## src/rtl/nk_board_game_ctrl.sv

```systemverilog
// N x N, K-in-a-row two-side board game controller: move handshake, legality check, sequential win/draw scan.
// Optional per-move forfeit timer is compiled in with `define GAME_TIMEOUT_EN.
module nk_board_game_ctrl #(
  parameter int N              = 3,
  parameter int K              = 3,
  parameter int POS_W          = 6,
  parameter int TIMEOUT_CYCLES = 255
) (
  input  logic                 clock,
  input  logic                 reset,
  input  logic                 start,
  input  logic                 move_valid,
  output logic                 move_ready,
  input  logic                 move_side,
  input  logic [POS_W-1:0]     move_pos,
  output logic [2*N*N-1:0]     board,
  output logic                 turn,
  output logic                 illegal_move,
  output logic [1:0]           winner,
  output logic                 draw,
  output logic                 game_over,
  output logic                 timeout
);

  localparam int CELLS = N * N;
  localparam int BW    = 2 * CELLS;
  localparam int PAD_W = 2 * (2 ** POS_W);
  localparam logic signed [4:0] NS = 5'(N);

  localparam logic [2:0] S_IDLE  = 3'd0;
  localparam logic [2:0] S_WAIT  = 3'd1;
  localparam logic [2:0] S_CHECK = 3'd2;
  localparam logic [2:0] S_EVAL  = 3'd3;
  localparam logic [2:0] S_DONE  = 3'd4;

  logic [2:0]        state_q;
  logic [BW-1:0]     board_q;
  logic [PAD_W-1:0]  board_pad;
  logic              turn_q, illegal_q, draw_q;
  logic [1:0]        winner_q;
  logic              side_q;
  logic signed [4:0] row_q, col_q;
  logic [6:0]        occ_q;
  logic [2:0]        dist_q;
  logic              back_q;
  logic [1:0]        dir_q;
  logic [3:0]        run_q;
  logic              alive_q, hit_q;

  logic              xfer, legal, tmo_hit;
  logic [1:0]        tgt_cell, mark_in, mark, step_cell;
  logic signed [4:0] off, tr, tc;
  logic              inb, step_ok, last_side, hit_dir;
  logic [POS_W-1:0]  step_idx;
  logic [3:0]        run_nx;

  function automatic logic [1:0] mark_of(input logic side);
    return side ? 2'b10 : 2'b01;
  endfunction

  // Move acceptance: cells beyond the board read as empty through the padded view
  always_comb begin
    board_pad = PAD_W'(board_q);
    tgt_cell  = board_pad[{move_pos, 1'b0} +: 2];
    mark_in   = mark_of(move_side);
    xfer      = move_valid && move_ready;
    legal     = (int'(move_pos) < CELLS) && (tgt_cell == 2'b00) && (move_side == turn_q);
  end

  // Scan step: cell at distance dist_q from the latched move, forward or backward along dir_q
  always_comb begin
    mark = mark_of(side_q);
    off  = back_q ? -$signed({2'b00, dist_q}) : $signed({2'b00, dist_q});
    tr   = row_q;
    tc   = col_q;
    case (dir_q)
      2'd0:    tc = col_q + off;
      2'd1:    tr = row_q + off;
      2'd2:    begin tr = row_q + off; tc = col_q + off; end
      default: begin tr = row_q + off; tc = col_q - off; end
    endcase
    inb       = (tr >= 0) && (tr < NS) && (tc >= 0) && (tc < NS);
    step_idx  = POS_W'(int'(tr[2:0]) * N + int'(tc[2:0]));
    step_cell = board_pad[{step_idx, 1'b0} +: 2];
    step_ok   = alive_q && inb && (step_cell == mark);
    run_nx    = run_q + 4'(step_ok);
    last_side = (dist_q == 3'(K - 1));
    hit_dir   = (run_nx >= 4'(K));
  end

`ifdef GAME_TIMEOUT_EN
  localparam int TW = $clog2(TIMEOUT_CYCLES + 1);
  logic [TW-1:0] tmo_cnt_q;
  logic          timeout_q;

  assign tmo_hit = (state_q == S_WAIT) && (tmo_cnt_q == TW'(TIMEOUT_CYCLES));

  // Illegal attempts keep the clock running; only a legal move restarts it
  always_ff @(posedge clock) begin
    if (reset) begin
      tmo_cnt_q <= '0;
      timeout_q <= 1'b0;
    end else begin
      if (state_q != S_WAIT || (xfer && legal)) tmo_cnt_q <= '0;
      else if (!tmo_hit)                         tmo_cnt_q <= tmo_cnt_q + TW'(1);
      if ((state_q == S_IDLE || state_q == S_DONE) && start) timeout_q <= 1'b0;
      else if (tmo_hit)                                      timeout_q <= 1'b1;
    end
  end

  assign timeout = timeout_q;
`else
  assign tmo_hit = 1'b0;
  assign timeout = 1'b0;
`endif

  assign move_ready = (state_q == S_WAIT) && !tmo_hit;

  always_ff @(posedge clock) begin
    illegal_q <= 1'b0;
    if (reset) begin
      state_q  <= S_IDLE;
      board_q  <= '0;
      turn_q   <= 1'b0;
      winner_q <= 2'b00;
      draw_q   <= 1'b0;
      side_q   <= 1'b0;
      row_q    <= '0;
      col_q    <= '0;
      occ_q    <= '0;
      dist_q   <= '0;
      back_q   <= 1'b0;
      dir_q    <= '0;
      run_q    <= '0;
      alive_q  <= 1'b0;
      hit_q    <= 1'b0;
    end else begin
      case (state_q)
        S_IDLE, S_DONE: if (start) begin
          state_q  <= S_WAIT;
          board_q  <= '0;
          winner_q <= 2'b00;
          draw_q   <= 1'b0;
          turn_q   <= 1'b0;
          occ_q    <= '0;
        end
        S_WAIT: begin
          if (tmo_hit) begin
            winner_q <= mark_of(~turn_q);
            state_q  <= S_DONE;
          end else if (xfer) begin
            if (legal) begin
              board_q <= board_q | (BW'(mark_in) << {move_pos, 1'b0});
              side_q  <= move_side;
              row_q   <= 5'(int'(move_pos) / N);
              col_q   <= 5'(int'(move_pos) % N);
              occ_q   <= occ_q + 7'd1;
              dist_q  <= 3'd1;
              back_q  <= 1'b0;
              dir_q   <= 2'd0;
              run_q   <= 4'd1;
              alive_q <= 1'b1;
              hit_q   <= 1'b0;
              state_q <= S_CHECK;
            end else begin
              illegal_q <= 1'b1;
            end
          end
        end
        // Fixed-length scan: every direction/side takes K-1 steps even after a break in the run
        S_CHECK: begin
          if (last_side) begin
            dist_q  <= 3'd1;
            back_q  <= ~back_q;
            alive_q <= 1'b1;
          end else begin
            dist_q  <= dist_q + 3'd1;
            alive_q <= step_ok;
          end
          if (last_side && back_q) begin
            run_q <= 4'd1;
            hit_q <= hit_q | hit_dir;
            dir_q <= dir_q + 2'd1;
            if (dir_q == 2'd3) state_q <= S_EVAL;
          end else begin
            run_q <= run_nx;
          end
        end
        S_EVAL: begin
          if (hit_q) begin
            winner_q <= mark;
            state_q  <= S_DONE;
          end else if (occ_q == 7'(CELLS)) begin
            draw_q  <= 1'b1;
            state_q <= S_DONE;
          end else begin
            turn_q  <= ~turn_q;
            state_q <= S_WAIT;
          end
        end
        default: state_q <= S_IDLE;
      endcase
    end
  end

  assign board        = board_q;
  assign turn         = turn_q;
  assign illegal_move = illegal_q;
  assign winner       = winner_q;
  assign draw         = draw_q;
  assign game_over    = (state_q == S_DONE);

endmodule

```

## config.mk

```make
export PLATFORM = sky130hd
export DESIGN_NAME = nk_board_game_ctrl
export DESIGN_NICKNAME = d
export VERILOG_FILES = /design/src/rtl/nk_board_game_ctrl.sv
export SDC_FILE = /design/constraint.sdc
export NUM_CORES = 1
export LEC_CHECK = 0
export ABC_AREA = 1
export CORE_ASPECT_RATIO = 0.8
export CORE_MARGIN = 2
export CORE_UTILIZATION = 55
export DETAILED_ROUTE_END_ITERATION = 7
export PLACE_DENSITY = 0.75
export SETUP_SLACK_MARGIN = 0.3
export SYNTH_ARGS = -nofsm -noshare
export SYNTH_HDL_FRONTEND = slang
export SYNTH_SLANG_ARGS = --single-unit
```

## constraint.sdc

```tcl
create_clock -name clock -period 11.7 [get_ports clock]
set_input_delay 2.925 -clock clock [delete_from_list [all_inputs] [get_ports clock]]
set_output_delay 2.925 -clock clock [all_outputs]
set_load 0.02 [all_outputs]
```

==> results.py <==
metrics = {
    "run_status": {
        "outcome": "completed",
    },
    "floorplanning": {
        "initial_utilization_pct": 57.8,
        "rows": 27,
        "dieArea_um2": 8050,
        "coreArea_um2": 6990,
        "die_w_um": 99.8,
        "pin_count": 37,
        "die_h_um": 80.6,
    },
    "sta": {
        "whs_ns": 0.474,
        "slew_viol_final": 0,
        "finClkSkew_ns": 0.00516,
        "rsz0062_at_grt": "false",
        "finalCritPeriodShare_pct": 51.7,
        "relSlewSlack_pct": 44.7,
        "tns_ns": 0,
        "min_period_ns": 6.05,
        "hold_viol": 0,
        "worst_pin_slew_ns": 0.827,
        "setup_viol": 0,
        "max_freq_ghz": 0.165,
        "fin_ws_ns": 5.65,
    },
    "logic_synthesis": {
        "ys_top_cells_by_area": "dfxtp_1 (28%), nand2_1 (9.9%), inv_1 (9.4%)",
        "synth_nets": 634,
        "synth_top_cell_area_share_pct": 27.8,
        "synth_cells": 589,
        "ys.flop_type": "dfxtp_1",
        "yosys.area.top_type": "dfxtp_1",
        "synth-seq-area-share_pct": 27.8,
        "synth_edf_count": 0,
        "syn_area_um2": 4040,
        "synth.avg_cell_area_um2": 6.86,
        "yosysUniqueCellTypes": 48,
        "yosysWarnings": 0,
        "async_reset_ff_share_pct": 0,
        "ys_ff_latch": 56,
    },
    "min_path": {
        "hold_class": "reg2reg",
    },
    "cts": {
        "clk_path_buf_depth": 2,
        "clkTransAtPathRegs_ns": 0.10,
        "hold_buffers": 0,
        "root_buffer": "clkbuf_8",
        "htreeDepth": 2,
        "clock_latency_ns": 0.31,
        "cts_sinks": 56,
        "cts-resized-gates": 0,
        "tritoncts": "yes",
        "cts_buffers": 5,
        "postCtsSetupBuffers": 0,
    },
    "power": {
        "leakagePower_nw": 1.93,
        "vdd_drop_max_mv": 0.0629,
        "powerDensity_nw_per_um2": 85.5,
        "power_uw": 386,
    },
    "worst_setup_path": {
        "crit_path_start_kind": "input port",
        "cp_slowest_cell": "clkdlybuf4s50_1",
        "worst_setup_path_end_kind": "flip-flop",
        "critPathKind": "in2reg",
        "crit_top_cell": "nand2_1",
        "crit_family": "simple AND/OR/NAND/NOR gates",
        "cp.buffers_inverters": 5,
        "crit_fanout": 8,
        "cp.arrival_ns": 6.32,
        "slowest_delay_ns": 0.70,
        "worst_ep_required_time_ns": 11.97,
    },
    "drt": {
        "antenna_left": 0,
        "dr.pass1.iters": 5,
        "wire_per_inst_um": 14.1,
        "drtIter0Drc": 269,
        "wirelength_um": 9980,
        "vias_per_cell": 5.54,
        "route.detailed.drc": 0,
        "dr_total_vias": 3914,
    },
    "global_routing": {
        "grt_use_total_pct": 26.0,
        "grt_first_pass_wirelength_um": 16700,
        "grt_pass1_vias": 3556,
        "antenna_found_initial": 0,
        "grt_overflow": 0,
        "grt_max_degree": 26,
    },
    "final_layout": {
        "nets": 663,
        "syn2layout_area_growth_pct": 11.9,
        "stdcell_area_um2": 4520,
        "diodes": 0,
        "drive_above_1_share_pct": 7.43,
    },
    "run": {
        "drv_cap": 0,
    },
    "placed_design": {
        "place_area_um2": 4430,
        "place_hpwl_um": 7990,
        "gp_congestion": 0.936,
        "port_buffers": 35,
        "preCtsSetupSlack_ns": 5.34,
    },
}
[cell usage in the layout, fill, tap and decap left out, types with 4 or more instances in the layout]
cell	count
nor3_1	12
dfxtp_1	56
nand2_2	12
inv_1	101
a31oi_1	5
o21ai_0	28
xnor2_1	6
nand3_1	33
clkdlybuf4s50_1	35
nand3_2	7
nand2_1	106
nand4_1	9
xor2_1	8
o31ai_1	4
a21oi_1	51
ha_1	29
clkbuf_8	5
nor2_1	58
o21ai_1	4
inv_2	4
fa_1	5
[through the flow]
stage                     util, %  cells
after floorplan                 -    589
after global placement       63.4    698
after detailed placement     63.4    698
after CTS                    64.6    706
after global routing         64.6    706
final                        64.6    706
[metal layers]
metal | global-route usage (%) | routed length, µm | up-vias
met2 | 42.3 | 4400 | 127
li1 | - | - | 1968
met4 | 5.62 | 84 | 0
met1 | 36.4 | 4880 | 1810
met5 | 0 | 0 | -
met3 | 4.18 | 613 | 9
[synthesized netlist by cell type, types with 5 or more instances]
cell type	number
a31oi_1	5
xnor2_1	6
o21ai_0	28
nor3_1	12
ha_1	29
nand3_2	7
xor2_1	8
nand2_2	12
a21oi_1	51
nor2_1	58
nand2_1	106
nand3_1	33
fa_1	5
inv_1	101
dfxtp_1	56
nand4_1	9
clkbuf_1	7
[where the power goes]
part	total (mW)	switching [mW]	internal, mW
logic	0.0848	0.0567	0.0281
clock network	0.108	0.0652	0.0428
registers	0.194	0.00160	0.192
[state kept, by name, indices dropped and copies added (netlist names), 2 cells and up]
name     count
dir_q        2
run_q        4
col_q        5
board       18
dist_q       3
occ_q        7
winner       2
state_q      3
row_q        5
[final cells by class]
class,count,area [µm²]
Clock inverter,2,16.3
Sequential cell,56,1120
Multi-Input combinational cell,414,2450
Timing Repair Buffer,35,350
Clock buffer,6,72.6
Tap cell,87,109
Inverter,106,398
Fill cell,653,2470
[worst paths after layout]
check	startpoint	endpoint	slack, ns	cells past startpoint
setup / recovery	move_pos[5]	col_q[0]	5.65	26
hold / removal	row_q[4]	row_q[4]	0.47	2
setup reg to reg	dist_q[0]	run_q[2]	5.93	22
hold reg to reg	row_q[4]	row_q[4]	0.47	2
[worst register-to-register path, stage by stage, from the launching register on]
cell and delay, ns:
dfxtp_1 0.50, inv_1 0.16, ha_1 0.33, nand2_1 0.06, o21ai_0 0.24, inv_1 0.13, fa_1 0.47, o21ai_0 0.31
inv_1 0.15, fa_1 0.47, inv_1 0.08, ha_1 0.14, inv_1 0.06, fa_1 0.59, nand2_1 0.10, o41ai_1 0.41
a21oi_1 0.13, nor3_1 0.38, ha_1 0.27, ha_1 0.18, xnor2_1 0.08, or2_2 0.30, a21oi_1 0.14
[cells by family after synthesis]
| logic type | after synthesis | synth area share, % |
|---|---|---|
| flops | 56 | 27.8 |
| buf+inv | 119 | 11.5 |
| compound gates | 114 | 16.5 |
| simple gates | 251 | 29.6 |
| xor+xnor | 14 | 3.04 |
| fa+ha+maj | 34 | 11.5 |
| other cells | 1 | 0.0928 |
Power figures use the tool's default switching activity.
